## config.mk

```make
export PLATFORM = sky130hd
export DESIGN_NAME = triangle_channel
export DESIGN_NICKNAME = d
export VERILOG_FILES = /design/src/rtl/triangle_channel.sv
export SDC_FILE = /design/constraint.sdc
export NUM_CORES = 1
export LEC_CHECK = 0
export ABC_AREA = 1
export BUFFER_PORTS_ARGS = -buffer_cell sky130_fd_sc_hd__buf_2
export CORE_MARGIN = 2
export CORE_UTILIZATION = 45
export DETAILED_ROUTE_END_ITERATION = 10
export PLACE_DENSITY_LB_ADDON = 0.15
export SLEW_MARGIN = 0
export SYNTH_ARGS = -nofsm -noshare
export SYNTH_HDL_FRONTEND = slang
export SYNTH_SLANG_ARGS = --single-unit
```

## constraint.sdc

```tcl
create_clock -name clk -period 1.17 [get_ports clk]
set_input_delay 0.234 -clock clk [delete_from_list [all_inputs] [get_ports clk]]
set_output_delay 0.234 -clock clk [all_outputs]
set_load 0.02 [all_outputs]
```

## src/rtl/triangle_channel.sv

```systemverilog
// Triangle-wave APU voice: period timer, 32-step sequencer, linear and length counters.
// Optional build macro TRIANGLE_ULTRASONIC_MUTE_EN suppresses stepping for periods below 2.
module triangle_channel (
   input  logic       clk,
   input  logic       rst_n,
   input  logic       enable_240hz,
   input  logic       enable_120hz,
   input  logic [7:0] reg_4008,
   input  logic [7:0] reg_400A,
   input  logic [7:0] reg_400B,
   input  logic       reg_change,
   output logic [3:0] tri_out
);

   logic [10:0] period;
   logic [10:0] timer_q, timer_d;
   logic        timer_zero;
   logic        muted;
   logic        step_tick;
   logic [4:0]  idx_q, idx_d;
   logic [6:0]  lin_q, lin_d;
   logic [7:0]  len_q, len_d;
   logic [7:0]  len_lut;
   logic        reload_q, reload_d;
   logic [3:0]  out_q, out_d;
   logic        ctrl;

   assign period = {reg_400B[2:0], reg_400A};
   assign ctrl   = reg_4008[7];

   always_comb begin
      len_lut = '0;
      case (reg_400B[7:3])
         5'd0:  len_lut = 8'd10;
         5'd1:  len_lut = 8'd254;
         5'd2:  len_lut = 8'd20;
         5'd3:  len_lut = 8'd2;
         5'd4:  len_lut = 8'd40;
         5'd5:  len_lut = 8'd4;
         5'd6:  len_lut = 8'd80;
         5'd7:  len_lut = 8'd6;
         5'd8:  len_lut = 8'd160;
         5'd9:  len_lut = 8'd8;
         5'd10: len_lut = 8'd60;
         5'd11: len_lut = 8'd10;
         5'd12: len_lut = 8'd14;
         5'd13: len_lut = 8'd12;
         5'd14: len_lut = 8'd26;
         5'd15: len_lut = 8'd14;
         5'd16: len_lut = 8'd12;
         5'd17: len_lut = 8'd16;
         5'd18: len_lut = 8'd24;
         5'd19: len_lut = 8'd18;
         5'd20: len_lut = 8'd48;
         5'd21: len_lut = 8'd20;
         5'd22: len_lut = 8'd96;
         5'd23: len_lut = 8'd22;
         5'd24: len_lut = 8'd192;
         5'd25: len_lut = 8'd24;
         5'd26: len_lut = 8'd72;
         5'd27: len_lut = 8'd26;
         5'd28: len_lut = 8'd16;
         5'd29: len_lut = 8'd28;
         5'd30: len_lut = 8'd32;
         5'd31: len_lut = 8'd30;
         default: len_lut = '0;
      endcase
   end

   always_comb begin
      timer_zero = (timer_q == '0);
`ifdef TRIANGLE_ULTRASONIC_MUTE_EN
      muted = (period < 11'd2);
`else
      muted = 1'b0;
`endif
      step_tick = timer_zero && !muted;
      timer_d   = timer_zero ? period : timer_q - 11'd1;
   end

   // Gating deliberately looks at the registered counters, not their next values.
   always_comb begin
      idx_d = idx_q;
      if (step_tick && (lin_q != '0) && (len_q != '0))
         idx_d = idx_q + 5'd1;
      out_d = idx_q[4] ? idx_q[3:0] : ~idx_q[3:0];
   end

   always_comb begin
      len_d = len_q;
      if (reg_change)
         len_d = len_lut;
      else if (enable_120hz && !ctrl && (len_q != '0))
         len_d = len_q - 8'd1;
   end

   // A write in the same cycle as a quarter-frame strobe counts as a pending reload.
   always_comb begin
      lin_d    = lin_q;
      reload_d = reload_q;
      if (enable_240hz) begin
         if (reload_q || reg_change)
            lin_d = reg_4008[6:0];
         else if (lin_q != '0)
            lin_d = lin_q - 7'd1;
      end
      if (reg_change)
         reload_d = 1'b1;
      else if (enable_240hz && !ctrl)
         reload_d = 1'b0;
   end

   always_ff @(posedge clk) begin
      if (!rst_n) begin
         timer_q  <= '0;
         idx_q    <= '0;
         lin_q    <= '0;
         len_q    <= '0;
         reload_q <= 1'b0;
         out_q    <= '1;
      end else begin
         timer_q  <= timer_d;
         idx_q    <= idx_d;
         lin_q    <= lin_d;
         len_q    <= len_d;
         reload_q <= reload_d;
         out_q    <= out_d;
      end
   end

   assign tri_out = out_q;

endmodule

```

# After elaboration in Yosys (flattened, before gate mapping)
# Memory sizes are Yosys's and may differ from the RTL's.
# Index checks and enable logic that the tools add are counted.
# classes
add_sub_neg	4
muxes	8
n_bitwise	1
reduce_logical	14
# op_table
op	n
$mux 8	2
$mux 7	2
$logic_not 11->1	1
$mux 11	1
$sub 11x1->11 const B	1
$reduce_bool 8->1	1
$sub 8x1->8 const B	1
$reduce_bool 7->1	1
$sub 7x1->7 const B	1
$reduce_bool 2->1	3
$add 5x1->5 const B	1
$logic_and 1x1->1	5
$mux 4	1
$not 4->4	1
$mux 1	2
$reduce_and 2->1	1
$logic_not 1->1	1
$logic_or 1x1->1	1
# totals
output_inout_bits	4
mem_bits_ro	224
mem_count	1
regBits	36
# memory_table
name	depth	width	read_ports	rd_clocked_by_memory_dff	write_ports	line_no	rtl
(no name shown)	32	7	1	0	0	33	case (reg_400B[7:3])

# Longest topological paths before layout
# depth
depth_word	5
mapped_depth	11
mapped_depth_nobuf	11

# Least setup slack after synthesis
# No wires, ideal clock.
# synth_timing
path_type	reg-to-reg
from	register len_q[0]
to	register len_q[7]
stages_incl_launch_ff	12
t_arrival_ns	1.163
path_buffers	1
slack_ns	-0.107
required_ns	1.055
period_less_slack_ns	1.277
setup_ns	0.115
path_cell_list	dfxtp_1 > inv_1 > ha_1 > nand2_1 > inv_1 > nand2_4 > nand2_4 > nand2_4 > buf_6 > nand2_2 > nor2_1 > nor2_1
# synth_via
elab_chain_len	3
elab_cells_between_ends	6
cone_classes	1 x add/sub; 2 x mux; 3 x reduce/logical
# synth_rtl
item	line_no	rtl
from (decl)	22	logic [7:0] len_q, len_d;
from (signal assigned)	125	len_q <= len_d;
$sub 8x1->8 or $reduce_bool 8->1 (tied branches)	94, 93	
$mux 8 or $logic_and 1x1->1 (tied branches)	93	else if (enable_120hz && !ctrl && (len_q != '0))
$mux 8 or $reduce_bool 2->1 (tied branches)	--	
# Parallel ways exist; a longest one is shown, timed or not. The select of a mux whose other input is x is not followed.
# A chain may end at the register's enable or synchronous reset.

# Final worst setup path
# layout_timing
from	register lin_q[0]
to	register lin_q[5]
# layout_via
elab_chain_len	3
elab_cells_between_ends	6
cone_classes	1 x add/sub; 2 x mux; 3 x reduce/logical
# layout_rtl
item	line_no	rtl
from (decl)	21	logic [6:0] lin_q, lin_d;
from (signal assigned)	124	lin_q <= lin_d;
$sub 7x1->7 or $reduce_bool 7->1 (tied branches)	105, 104	
$mux 7 or $reduce_bool 2->1 (tied branches)	--	
$mux 7 or $reduce_and 2->1 (tied branches)	--	
# Parallel ways exist; a longest one is shown, timed or not. The select of a mux whose other input is x is not followed.

==> impl_metrics.json <==
{
  "slew_headroom_pct": 74.1,
  "vias_per_cell": 4.90,
  "drt-met1-wl_um": 2940,
  "wl_met2_um": 3340,
  "worstHoldPathCells": 2,
  "numCtsBuffers": 5,
  "dr_wl_met3_um": 172,
  "worst_r2r_endpoint": "lin_q[5]",
  "fin_ws_ps": -205,
  "layout.cells.most_common": "nand2_1",
  "port_buffers": 32,
  "worstHoldStart": "reg_400A[3]",
  "dieWidth_um": 77.8,
  "r2r_setup_slack_ps": -210,
  "async_flop_share_pct": 0,
  "avgRoutedWirePerCell_um": 11.9,
  "synth_cells": 371,
  "fin_nets": 514,
  "synth_edf_count": 0,
  "via_count": 2661,
  "worstPathRequired_ps": 1350,
  "drc": 0,
  "hold_violations": 0,
  "regToRegStartpoint": "lin_q[0]",
  "reg2reg_depth": 10,
  "min_path_type": "primary input to register",
  "synthesis.nets": 413,
  "endpoint_kind": "register",
  "grt-ovfl-total": 0,
  "drive_gt1_share_pct": 44.2,
  "rows": 26,
  "finalPower_mw": 6.42,
  "die_area_um2": 6060,
  "syn_to_final_growth_pct": 48.8,
  "antenna_left": 0,
  "initial_core_util_pct": 47.4,
  "insertion_delay_ps": 280,
  "clock_path_buffers": 2,
  "crit_arrival_ps": 1550,
  "period_share_pct": 118,
  "antenna_found_initial": 0,
  "antenna_cells": 0,
  "ys_ff_latch": 36,
  "cts_sinks": 36,
  "tightestPinTransition_ps": 387,
  "highest_layer": "met4",
  "ys_seq_area_share_pct": 29.4,
  "rsz0062_at_grt": "yes",
  "slowest_delay_ps": 340,
  "synth.avg_cell_area_um2": 6.61,
  "clkTransAtPathRegs_ps": 80,
  "max_freq_mhz": 727,
  "hpwl_um": 4300,
  "violations": "setup timing",
  "worstPathBufferInverterCount": 4,
  "p_leak_nw": 1.74,
  "grt_max_degree": 21,
  "grt_pass1_wl_um": 10700,
  "synth_top_flop_cell": "dfxtp_1",
  "ys.warnings.count": 0,
  "fin_skew_ps": 3.39,
  "first_pass_iters": 5,
  "h-tree-depth": 2,
  "io_pins": 33,
  "die_y_um": 77.8,
  "tritoncts": "yes",
  "gp_congestion": 0.850,
  "drt_wl_total_um": 6470,
  "max_cap_violations": 0,
  "fill_cells": 430,
  "cpMaxStageDelayCell": "dfxtp_2",
  "grt_usage_pct": 21.4,
  "grt_pass1_vias": 2503,
  "synth_cell_type_count": 31,
  "synth_area_um2": 2450,
  "critical_path_class": "register to register",
  "drt_iter0_markers": 64,
  "period_needed_ps": 1380,
  "critPathLaunchType": "register",
  "slew_viol_final": 0,
  "post-route-util_pct": 70.6,
  "path_cells": "inv_4, ha_4, inv_2, nor2_4, nand4_1, nand2_4, buf_12, inv_6, nand2_2, a21oi_1",
  "fin_tns_setup_ps": -3500,
  "critPathMaxFanout": 5,
  "final_cells": 543,
  "coreArea_um2": 5170,
  "hold_end": "timer_q[3]",
  "finalSetupViolCount": 31,
  "dp.cells": 521,
  "p_per_area_nw_per_um2": 1760,
  "clock-root-buffer": "clkbuf_8",
  "final_cell_mix": "nand2_1 (74), buf_4 (63), nor2_1 (34)",
  "cp_top_family": "simple AND/OR/NAND/NOR gates",
  "status": "complete, but fails checks",
  "peakVddDrop_v": 0.00115
}
kinds of logic (layout without fill, tap and decap cells):
logic type	count (synthesis)	count (layout)	share of synthesized area (%)
AND/OR/NAND/NOR	186	188	35.6
AO/OA/AOI/OAI	72	72	15.0
buffers and inverters	54	154	9.79
flip-flops	36	36	29.4
adder cells (fa/ha/maj)	13	13	6.63
XOR/XNOR	10	10	3.57
synthesized netlist by cell type (all sizes together), types with 4 or more instances:
master	count	area share, %
o21ai	37	7.5
xnor2	4	1.4
dfxtp	36	29
xor2	6	2.1
nand3	32	6.7
clkbuf	5	1.2
nand2	91	16
buf	5	1.9
a21oi	33	6.7
nand4	6	1.5
inv	43	6.6
nor2	50	9.9
ha	13	6.6
where the power goes:
group	internal, mW	switching (mW)
registers	1.50	0.205
logic	1.69	1.92
clock network	0.631	0.474
total	3.82	2.60
worst max path at each step:
stage	cells past startpoint	start	end	slack, ps
finish	10	lin_q[0]	lin_q[5]	-210
floorplan	9	lin_q[1]	lin_q[3]	-40
detailed placement	9	reg_400B[3]	len_q[2]	-190
CTS	8	lin_q[1]	lin_q[3]	-140
global route	10	lin_q[0]	lin_q[5]	-280
global placement	9	reg_400B[3]	len_q[6]	-190
sequential cells by signal, summed over array words and instances (netlist names):
signal	count
timer_q	11
lin_q	7
reload_q	1
tri_out	4
idx_q	5
len_q	8
routing by layer:
metal / vias to the layer above / global-route usage, %
met5: - / 0
met1: 1212 / 25.4
met4: 0 / 5.00
li1: 1407 / -
met3: 2 / 2.79
met2: 40 / 40.2
layout make-up:
| type | instances | area [µm²] | area share (%) |
|---|---|---|---|
| clock inverter | 3 | 42.5 | 1.17 |
| tap | 70 | 87.6 | 2.40 |
| clock buffer | 5 | 68.8 | 1.89 |
| inverter | 44 | 180 | 4.94 |
| timing repair buffer | 102 | 721 | 19.7 |
| sequential | 36 | 736 | 20.2 |
| multi-input combinational | 283 | 1810 | 49.7 |
metrics by stage:
stage                     hold slack [ps]  worst slack [ps]  instance area (µm²)
after floorplan                       337             -35.2                 2540
after global placement                455              -189                 3150
after detailed placement              459              -186                 3150
after CTS                             184              -144                 3470
after global routing                  197              -285                 3650
final                                 197              -205                 3650
timing repair:
action,4_1_cts,5_1_grt
setup endpoints to repair,31,31
gates resized for setup,48,37
setup buffers,5,7
hold buffers,0,0
cloned,2,0
pin swaps,27,16
(Power assumes the default switching activity.)
